$ cat src/rtl/oven_pkg.sv
// rtl/oven_pkg.sv - shared state encoding and constants for the oven controller
// Contents: state_t FSM encoding, display blank code, bake-time wrap point,
// temperature/seconds datapath widths.
package oven_pkg;

  typedef enum logic [2:0] {
    S_OFF     = 3'd0,
    S_IDLE    = 3'd1,
    S_PREHEAT = 3'd2,
    S_BAKE    = 3'd3,
    S_DONE    = 3'd4
  } state_t;

  localparam int TEMP_W = 11;
  localparam int SECS_W = 12;

  localparam logic [3:0]        BLANK     = 4'hF;
  localparam logic [SECS_W-1:0] TIME_WRAP = 12'd3540;
  localparam logic [SECS_W-1:0] TIME_INC  = 12'd60;

endpackage

$ cat src/rtl/oven_bin2bcd.sv
// rtl/oven_bin2bcd.sv - combinational binary to 4-digit BCD (double-dabble)
// Ports:
//   i_bin  in  W   unsigned binary value (must be <= 9999)
//   o_bcd  out 16  four BCD digits, thousands in [15:12]
module oven_bin2bcd #(
  parameter int W = 12
) (
  input  logic [W-1:0] i_bin,
  output logic [15:0]  o_bcd
);

  logic [W+15:0] w_sh;

  always_comb begin
    w_sh = {16'd0, i_bin};
    for (int i = 0; i < W; i++) begin
      // Add-3 on any digit >= 5 so the following shift carries correctly into the next digit.
      for (int d = 0; d < 4; d++) begin
        if (w_sh[W+4*d +: 4] >= 4'd5) begin
          w_sh[W+4*d +: 4] = w_sh[W+4*d +: 4] + 4'd3;
        end
      end
      w_sh = w_sh << 1;
    end
    o_bcd = w_sh[W +: 16];
  end

endmodule

$ cat src/rtl/oven_ctrl.sv
// rtl/oven_ctrl.sv - oven state machine, 1 Hz tick, chamber model and BCD display drive
// Optional feature macro: OVEN_DOOR_EN (adds door_open input; door open pauses heating/countdown).
// Ports:
//   clk, rst_n                         clock, synchronous active-low reset
//   door_open                          (OVEN_DOOR_EN only) 1 = door open
//   power                              level, 1 = oven on
//   temp_up, temp_dn, start, time_set  level buttons, rising edge = press
//   heater_on, buzzer                  heating element / bake-finished alarm
//   state                              FSM state encoding (state_t)
//   cur_temp, target_temp              chamber temperature / setpoint (degF)
//   bake_secs                          remaining bake seconds 0..3540
//   d3, d2, d1, d0                     BCD display digits, 4'hF = blank
module oven_ctrl
  import oven_pkg::*;
#(
  parameter int TICK_DIV     = 50000000,
  parameter int TEMP_MIN     = 150,
  parameter int TEMP_MAX     = 550,
  parameter int TEMP_STEP    = 25,
  parameter int TEMP_DEFAULT = 350,
  parameter int AMBIENT      = 70,
  parameter int RAMP_STEP    = 10,
  parameter int COOL_STEP    = 5
) (
  input  logic              clk,
  input  logic              rst_n,
`ifdef OVEN_DOOR_EN
  input  logic              door_open,
`endif
  input  logic              power,
  input  logic              temp_up,
  input  logic              temp_dn,
  input  logic              start,
  input  logic              time_set,
  output logic              heater_on,
  output logic              buzzer,
  output logic [2:0]        state,
  output logic [TEMP_W-1:0] cur_temp,
  output logic [TEMP_W-1:0] target_temp,
  output logic [SECS_W-1:0] bake_secs,
  output logic [3:0]        d3,
  output logic [3:0]        d2,
  output logic [3:0]        d1,
  output logic [3:0]        d0
);

  localparam int CW = (TICK_DIV > 1) ? $clog2(TICK_DIV) : 1;

  localparam logic [TEMP_W-1:0] L_MIN  = TEMP_W'(TEMP_MIN);
  localparam logic [TEMP_W-1:0] L_MAX  = TEMP_W'(TEMP_MAX);
  localparam logic [TEMP_W-1:0] L_STEP = TEMP_W'(TEMP_STEP);
  localparam logic [TEMP_W-1:0] L_DEF  = TEMP_W'(TEMP_DEFAULT);
  localparam logic [TEMP_W-1:0] L_AMB  = TEMP_W'(AMBIENT);
  localparam logic [TEMP_W-1:0] L_RAMP = TEMP_W'(RAMP_STEP);
  localparam logic [TEMP_W-1:0] L_COOL = TEMP_W'(COOL_STEP);

  logic [CW-1:0]     r_tick_cnt;
  logic              w_tick;
  logic              r_prev_up, r_prev_dn, r_prev_st, r_prev_ts;
  logic              w_up_p, w_dn_p, w_st_p, w_ts_p;
  logic              w_door;
  state_t            r_state;
  logic [TEMP_W-1:0] r_cur_temp, r_target_temp;
  logic [SECS_W-1:0] r_bake_secs;
  logic              r_heater, r_buzzer;
  logic [3:0]        r_d3, r_d2, r_d1, r_d0;
  logic [TEMP_W-1:0] w_disp_temp;
  logic [SECS_W-1:0] w_mins, w_secs;
  logic [12:0]       w_mmss;
  logic [15:0]       w_temp_bcd, w_time_bcd;

`ifdef OVEN_DOOR_EN
  assign w_door = door_open;
`else
  assign w_door = 1'b0;
`endif

  assign w_tick = (r_tick_cnt == CW'(TICK_DIV - 1));
  assign w_up_p = temp_up  & ~r_prev_up;
  assign w_dn_p = temp_dn  & ~r_prev_dn;
  assign w_st_p = start    & ~r_prev_st;
  assign w_ts_p = time_set & ~r_prev_ts;

  // Cooling and ramping saturate before the subtract/add so values never wrap.
  function automatic logic [TEMP_W-1:0] f_cool(input logic [TEMP_W-1:0] t);
    if (t >= L_AMB + L_COOL) return t - L_COOL;
    return L_AMB;
  endfunction

  function automatic logic [TEMP_W-1:0] f_ramp(input logic [TEMP_W-1:0] t,
                                               input logic [TEMP_W-1:0] tgt);
    if (t >= tgt) return tgt;
    if (tgt - t <= L_RAMP) return tgt;
    return t + L_RAMP;
  endfunction

  // Display sources: temperature (setpoint in IDLE) and MM:SS packed as MM*100+SS.
  assign w_disp_temp = (r_state == S_IDLE) ? r_target_temp : r_cur_temp;
  assign w_mins      = r_bake_secs / TIME_INC;
  assign w_secs      = r_bake_secs % TIME_INC;
  assign w_mmss      = 13'(w_mins) * 13'd100 + 13'(w_secs);

  oven_bin2bcd u_temp_bcd (
    .i_bin ({1'b0, w_disp_temp}),
    .o_bcd (w_temp_bcd)
  );

  oven_bin2bcd #(.W(13)) u_time_bcd (
    .i_bin (w_mmss),
    .o_bcd (w_time_bcd)
  );

  always_ff @(posedge clk) begin
    if (!rst_n) begin
      r_tick_cnt    <= '0;
      r_prev_up     <= 1'b1;
      r_prev_dn     <= 1'b1;
      r_prev_st     <= 1'b1;
      r_prev_ts     <= 1'b1;
      r_state       <= S_OFF;
      r_cur_temp    <= L_AMB;
      r_target_temp <= L_DEF;
      r_bake_secs   <= '0;
      r_heater      <= 1'b0;
      r_buzzer      <= 1'b0;
      r_d3          <= BLANK;
      r_d2          <= BLANK;
      r_d1          <= BLANK;
      r_d0          <= BLANK;
    end else begin
      r_tick_cnt <= w_tick ? '0 : r_tick_cnt + CW'(1);
      r_prev_up  <= temp_up;
      r_prev_dn  <= temp_dn;
      r_prev_st  <= start;
      r_prev_ts  <= time_set;

      if (r_state == S_BAKE || r_state == S_DONE) begin
        {r_d3, r_d2, r_d1, r_d0} <= w_time_bcd;
      end else begin
        // Temperatures stay below 1000, so the thousands digit is always blanked.
        r_d3 <= (w_temp_bcd[15:12] == 4'd0) ? BLANK : w_temp_bcd[15:12];
        {r_d2, r_d1, r_d0} <= w_temp_bcd[11:0];
      end

      if (!power) begin
        r_state  <= S_OFF;
        r_heater <= 1'b0;
        r_buzzer <= 1'b0;
        if (w_tick) r_cur_temp <= f_cool(r_cur_temp);
      end else begin
        case (r_state)
          S_OFF: begin
            if (w_tick) r_cur_temp <= f_cool(r_cur_temp);
            r_state <= S_IDLE;
          end
          S_IDLE: begin
            r_heater <= 1'b0;
            r_buzzer <= 1'b0;
            if (w_tick) r_cur_temp <= f_cool(r_cur_temp);
            if (w_up_p && !w_dn_p) begin
              r_target_temp <= (r_target_temp >= L_MAX - L_STEP) ? L_MAX : r_target_temp + L_STEP;
            end else if (w_dn_p && !w_up_p) begin
              r_target_temp <= (r_target_temp <= L_MIN + L_STEP) ? L_MIN : r_target_temp - L_STEP;
            end
            if (w_ts_p) begin
              r_bake_secs <= (r_bake_secs >= TIME_WRAP) ? '0 : r_bake_secs + TIME_INC;
            end
            // Start looks at the registered (pre-increment) bake time.
            if (w_st_p && r_bake_secs != '0) begin
              r_state  <= S_PREHEAT;
              r_heater <= 1'b1;
            end
          end
          S_PREHEAT: begin
            if (w_door) begin
              r_heater <= 1'b0;
              if (w_tick) r_cur_temp <= f_cool(r_cur_temp);
            end else if (w_st_p) begin
              r_state  <= S_IDLE;
              r_heater <= 1'b0;
            end else begin
              r_heater <= 1'b1;
              if (r_cur_temp >= r_target_temp) begin
                r_state <= S_BAKE;
              end else if (w_tick) begin
                r_cur_temp <= f_ramp(r_cur_temp, r_target_temp);
              end
            end
          end
          S_BAKE: begin
            if (w_door) begin
              r_heater <= 1'b0;
              if (w_tick) r_cur_temp <= f_cool(r_cur_temp);
            end else if (w_st_p) begin
              r_state  <= S_IDLE;
              r_heater <= 1'b0;
`ifdef OVEN_DOOR_EN
            end else if (r_cur_temp < r_target_temp) begin
              // Re-heat after the door closes; countdown resumes at setpoint.
              r_heater <= 1'b1;
              if (w_tick) r_cur_temp <= f_ramp(r_cur_temp, r_target_temp);
`endif
            end else begin
              r_heater   <= 1'b1;
              r_cur_temp <= r_target_temp;
              if (w_tick && r_bake_secs != '0) begin
                r_bake_secs <= r_bake_secs - SECS_W'(1);
                if (r_bake_secs == SECS_W'(1)) begin
                  r_state  <= S_DONE;
                  r_heater <= 1'b0;
                  r_buzzer <= 1'b1;
                end
              end
            end
          end
          S_DONE: begin
            r_heater <= 1'b0;
            r_buzzer <= 1'b1;
            if (w_tick) r_cur_temp <= f_cool(r_cur_temp);
            if (w_st_p) begin
              r_state  <= S_IDLE;
              r_buzzer <= 1'b0;
            end
          end
          default: begin
            r_state  <= S_OFF;
            r_heater <= 1'b0;
            r_buzzer <= 1'b0;
          end
        endcase
      end
    end
  end

  assign heater_on   = r_heater;
  assign buzzer      = r_buzzer;
  assign state       = r_state;
  assign cur_temp    = r_cur_temp;
  assign target_temp = r_target_temp;
  assign bake_secs   = r_bake_secs;
  assign d3          = r_d3;
  assign d2          = r_d2;
  assign d1          = r_d1;
  assign d0          = r_d0;

endmodule

$ cat config.mk
export PLATFORM = sky130hd
export DESIGN_NAME = oven_ctrl
export DESIGN_NICKNAME = d
export VERILOG_FILES = /design/src/rtl/oven_pkg.sv /design/src/rtl/oven_bin2bcd.sv /design/src/rtl/oven_ctrl.sv
export SDC_FILE = /design/constraint.sdc
export NUM_CORES = 1
export LEC_CHECK = 0
export ABC_AREA = 0
export BUFFER_PORTS_ARGS = -buffer_cell sky130_fd_sc_hd__buf_2
export CAP_MARGIN = 20
export CORE_ASPECT_RATIO = 1.5
export CORE_MARGIN = 10
export CORE_UTILIZATION = 35
export DETAILED_ROUTE_END_ITERATION = 8
export PLACE_DENSITY_LB_ADDON = 0.15
export SYNTH_ARGS = -nofsm -noshare
export SYNTH_HDL_FRONTEND = slang
export SYNTH_SLANG_ARGS = --single-unit
$ cat constraint.sdc
create_clock -name clk -period 22 [get_ports clk]
set_input_delay 1.1 -clock clk [delete_from_list [all_inputs] [get_ports clk]]
set_output_delay 1.1 -clock clk [all_outputs]
set_load 0.05 [all_outputs]
==> flow_summary.json <==
{
  "detail_route.wl_per_cell_um": 16.63,
  "cts-root-to-sink-buffers": 2,
  "worst_setup_path_end_kind": "register",
  "synth_sequential_area_ratio_pct": 14.13,
  "globalplace.congestion": 0.8589,
  "p_comb_share_pct": 65.9,
  "grt_pass1_wl_mm": 57.84,
  "layout_worst_path_cycle_share_pct": 85.35,
  "power_frac_clock_pct": 16.7,
  "cts_sinks": 85,
  "fin_skew_ns": 0.01427,
  "via_count": 11847,
  "switching_share_pct": 49.68,
  "ios": 62,
  "grt_max_degree": 55,
  "power_uw": 976.6,
  "timing.hold.worst_path_depth": 1,
  "start_util_pct": 35.35,
  "via_count_of_the_first_global_routing_pass": 11715,
  "synthDominantCellAreaShare_pct": 14.13,
  "status": "complete, no violations",
  "global_route.usage.total_pct": 16.28,
  "post_cts_resize_count": 0,
  "worstPathMaxFanout": 10,
  "synthArstFlopShare_pct": 0,
  "rsz_0062_raised_after_global_routing": "false",
  "die_y_um": 247.2,
  "setup_viol_count_final": 0,
  "count_of_flip_flops_with_a_built_in_enable_after_synthesis": 0,
  "ff2ff_path_depth": 79,
  "vias_per_cell": 5.701,
  "ys_ff_latch": 85,
  "finalCriticalPeriod_ns": 18.78,
  "crit_path_start_kind": "register",
  "postLayoutSetupSlackWorst_ns": 3.222,
  "hold_sp": "r_tick_cnt[0]",
  "drt-initial-drc-count": 711,
  "final_max_slew_viol_count": 0,
  "design.final.nets": 1780,
  "worstPathRequired_ns": 22.21,
  "post_synth_instance_area_mm2": 0.01204,
  "cts-buffers-inserted": 9,
  "insertion_delay_ns": 0.37,
  "worst_r2r_startpoint": "bake_secs[3]",
  "p_int_uw": 491.4,
  "cp_startpoint": "bake_secs[3]",
  "power_density_mw_per_mm2": 75.07,
  "synthesis.area_per_instance_um2": 7.409,
  "numPortBuffers": 61,
  "worst-r2r-setup-slack_ns": 3.22,
  "cap_viol_max_count": 0,
  "antennaDiodeCount": 0,
  "flow.area_growth_from_synthesis_pct": 8.043,
  "power.ir.vdd_worst_uv": 43.91,
  "drtAntennaViolNets": 0,
  "leakagePower_nw": 5.418,
  "critical-path-top-cell-by-count": "sky130_fd_sc_hd__ha_1",
  "htreeDepth": 3,
  "slowest_delay_ns": 0.73,
  "worstHoldEndpoint": "r_tick_cnt[0]",
  "worstMarginPinSlew_ns": 1.019,
  "synth.distinct_cells": 119,
  "critical_path_class": "register to register",
  "power_frac_seq_pct": 17.4,
  "timing.final.hold_violations": 0,
  "total_switching_power_uw": 485.2,
  "timing.max_slew.rel_slack_pct": 30.28,
  "gr-total-overflow": 0,
  "drt_wl_total_mm": 34.57,
  "slowest_stage": "sky130_fd_sc_hd__a222oi_1",
  "hold_slack_ns": 0.4517,
  "clockRootBuffer": "sky130_fd_sc_hd__clkbuf_16",
  "achievable-frequency_ghz": 0.05326,
  "cts_setup_buffers": 0,
  "rr_endpoint": "d0[3]",
  "hold_class": "register to register",
  "synth.most_common_cell": "sky130_fd_sc_hd__nor2_1",
  "synth_largest_area_cell": "sky130_fd_sc_hd__dfxtp_1",
  "synth.cells.most_frequent": "155 x sky130_fd_sc_hd__nor2_1, 129 x sky130_fd_sc_hd__a21oi_1, 121 x sky130_fd_sc_hd__ha_1, 113 x sky130_fd_sc_hd__nand2_1, 102 x sky130_fd_sc_hd__inv_1",
  "clkTransAtPathRegs_ns": 0.07,
  "core.rowCount": 83,
  "cts_tree": "yes",
  "die_w_um": 171.4,
  "setup_tns_ns": 0,
  "drt_first_pass_iters": 5,
  "syn_inst": 1625,
  "core_mm2": 0.03406,
  "ys_warn_count": 0,
  "dp_worst_setup_slack_ns": 3.417,
  "synthFlopType": "sky130_fd_sc_hd__dfxtp_1",
  "drive_above_1_share_pct": 10.16,
  "arrival_ns": 18.99,
  "die_area_mm2": 0.04237,
  "postCtsHoldBufs": 0,
  "post-route-drc-count": 0,
  "dp_hpwl_mm": 27.08,
  "synth.area.top_cells": "sky130_fd_sc_hd__dfxtp_1 14%, sky130_fd_sc_hd__ha_1 13%, sky130_fd_sc_hd__a21oi_1 5.4%",
  "number_of_antenna_violations_at_the_first_check_in_global_routing": 0
}
[final cells by class]
type,instances,area [um^2]
Fill cell,3576,21050
Multi-Input combinational cell,1368,9646
Sequential cell,85,1702
Tap cell,425,531.8
Inverter,110,417.9
Timing Repair Buffer,74,402.9
Clock buffer,9,225.2
Clock inverter,7,83.83
[cells in the final DEF, fill, tap and decap left out, types with 13 or more instances in the layout]
master,Yosys,layout
sky130_fd_sc_hd__xnor2_1,66,66
sky130_fd_sc_hd__o21ai_0,90,90
sky130_fd_sc_hd__nor2b_1,33,33
sky130_fd_sc_hd__buf_2,5,61
sky130_fd_sc_hd__nand3_1,52,52
sky130_fd_sc_hd__o22ai_1,14,14
sky130_fd_sc_hd__o211ai_1,21,21
sky130_fd_sc_hd__a31oi_1,18,18
sky130_fd_sc_hd__nand2_1,113,113
sky130_fd_sc_hd__xor2_1,30,30
sky130_fd_sc_hd__a21o_1,23,23
sky130_fd_sc_hd__dfxtp_1,85,85
sky130_fd_sc_hd__a211oi_1,17,17
sky130_fd_sc_hd__mux2i_1,42,42
sky130_fd_sc_hd__a22oi_1,19,19
sky130_fd_sc_hd__and3_1,14,14
sky130_fd_sc_hd__o21a_1,21,21
sky130_fd_sc_hd__inv_1,102,102
sky130_fd_sc_hd__a21oi_1,129,129
sky130_fd_sc_hd__or3_1,17,17
sky130_fd_sc_hd__nor2_1,155,155
sky130_fd_sc_hd__nor3_1,52,52
sky130_fd_sc_hd__buf_4,3,13
sky130_fd_sc_hd__nand2b_1,34,34
sky130_fd_sc_hd__and2_1,19,19
sky130_fd_sc_hd__ha_1,121,121
sky130_fd_sc_hd__nand4_1,19,19
[per-layer routing]
| layer | vias up | global-route usage (%) | wire [um] |
|---|---|---|---|
| met5 | - | 0 | 0 |
| met3 | 66 | 2.314 | 1236 |
| li1 | 6010 | - | - |
| met1 | 5545 | 17.34 | 14170 |
| met4 | 0 | 7.412 | 1227 |
| met2 | 226 | 30.59 | 17930 |
[worst max-delay path: cells and delay by family, from the launching register on]
kind | cells | cell delay, ns
buffers and inverters | 6 | 0.78
flip-flops | 1 | 0.48
AO/OA/AOI/OAI | 26 | 5.75
multiplexers | 4 | 0.99
adder cells (fa/ha/maj) | 15 | 4.27
AND/OR/NAND/NOR | 24 | 5.56
XOR/XNOR | 4 | 0.78
[metrics by stage]
step / util, % / cells / instance area [um^2]
after CTS: 38.19 / 2078 / 13010
after global routing: 38.19 / 2078 / 13010
after global placement: 37.28 / 2062 / 12700
after detailed placement: 37.28 / 2062 / 12700
after floorplan: - / 1629 / 12060
final: 38.19 / 2078 / 13010
[logic make-up (layout without fill, tap and decap cells)]
| logic type | after synthesis | in the layout | synth area share (%) |
|---|---|---|---|
| other | 1 | 5 | 0.03115 |
| XOR/XNOR | 99 | 99 | 7.555 |
| buffers and inverters | 176 | 200 | 5.923 |
| multiplexers | 58 | 58 | 5.279 |
| AO/OA/AOI/OAI | 507 | 507 | 29.69 |
| adder cells (fa/ha/maj) | 127 | 127 | 13.41 |
| flip-flops | 85 | 85 | 14.13 |
| AND/OR/NAND/NOR | 572 | 572 | 23.98 |
[power groups by stage]
stage	combinational [mW]	sequential, mW	clock (mW)
floorplan	0.514	0.195	0
global placement	0.634	0.174	0
detailed placement	0.640	0.174	0
CTS	0.644	0.170	0.169
global route	0.725	0.171	0.175
finish	0.644	0.170	0.163
[state kept, by name (all words and copies together), names as in the netlist]
| register | count |
|---|---|
| bake_secs | 12 |
| buzzer | 1 |
| cur_temp | 11 |
| d0 | 4 |
| d1 | 4 |
| d2 | 4 |
| d3 | 4 |
| heater_on | 1 |
| r_prev_dn | 1 |
| r_prev_st | 1 |
| r_prev_ts | 1 |
| r_prev_up | 1 |
| r_tick_cnt | 26 |
| state | 3 |
| target_temp | 11 |
[worst max-delay path by stage]
stage	to	slack [ns]
after floorplan	d0[3]	4.99
after global placement	d0[3]	3.94
after detailed placement	d0[3]	3.42
after CTS	d0[3]	3.34
after global routing	d0[3]	1.29
final	d0[3]	3.22
Power figures use the tool's default switching activity.
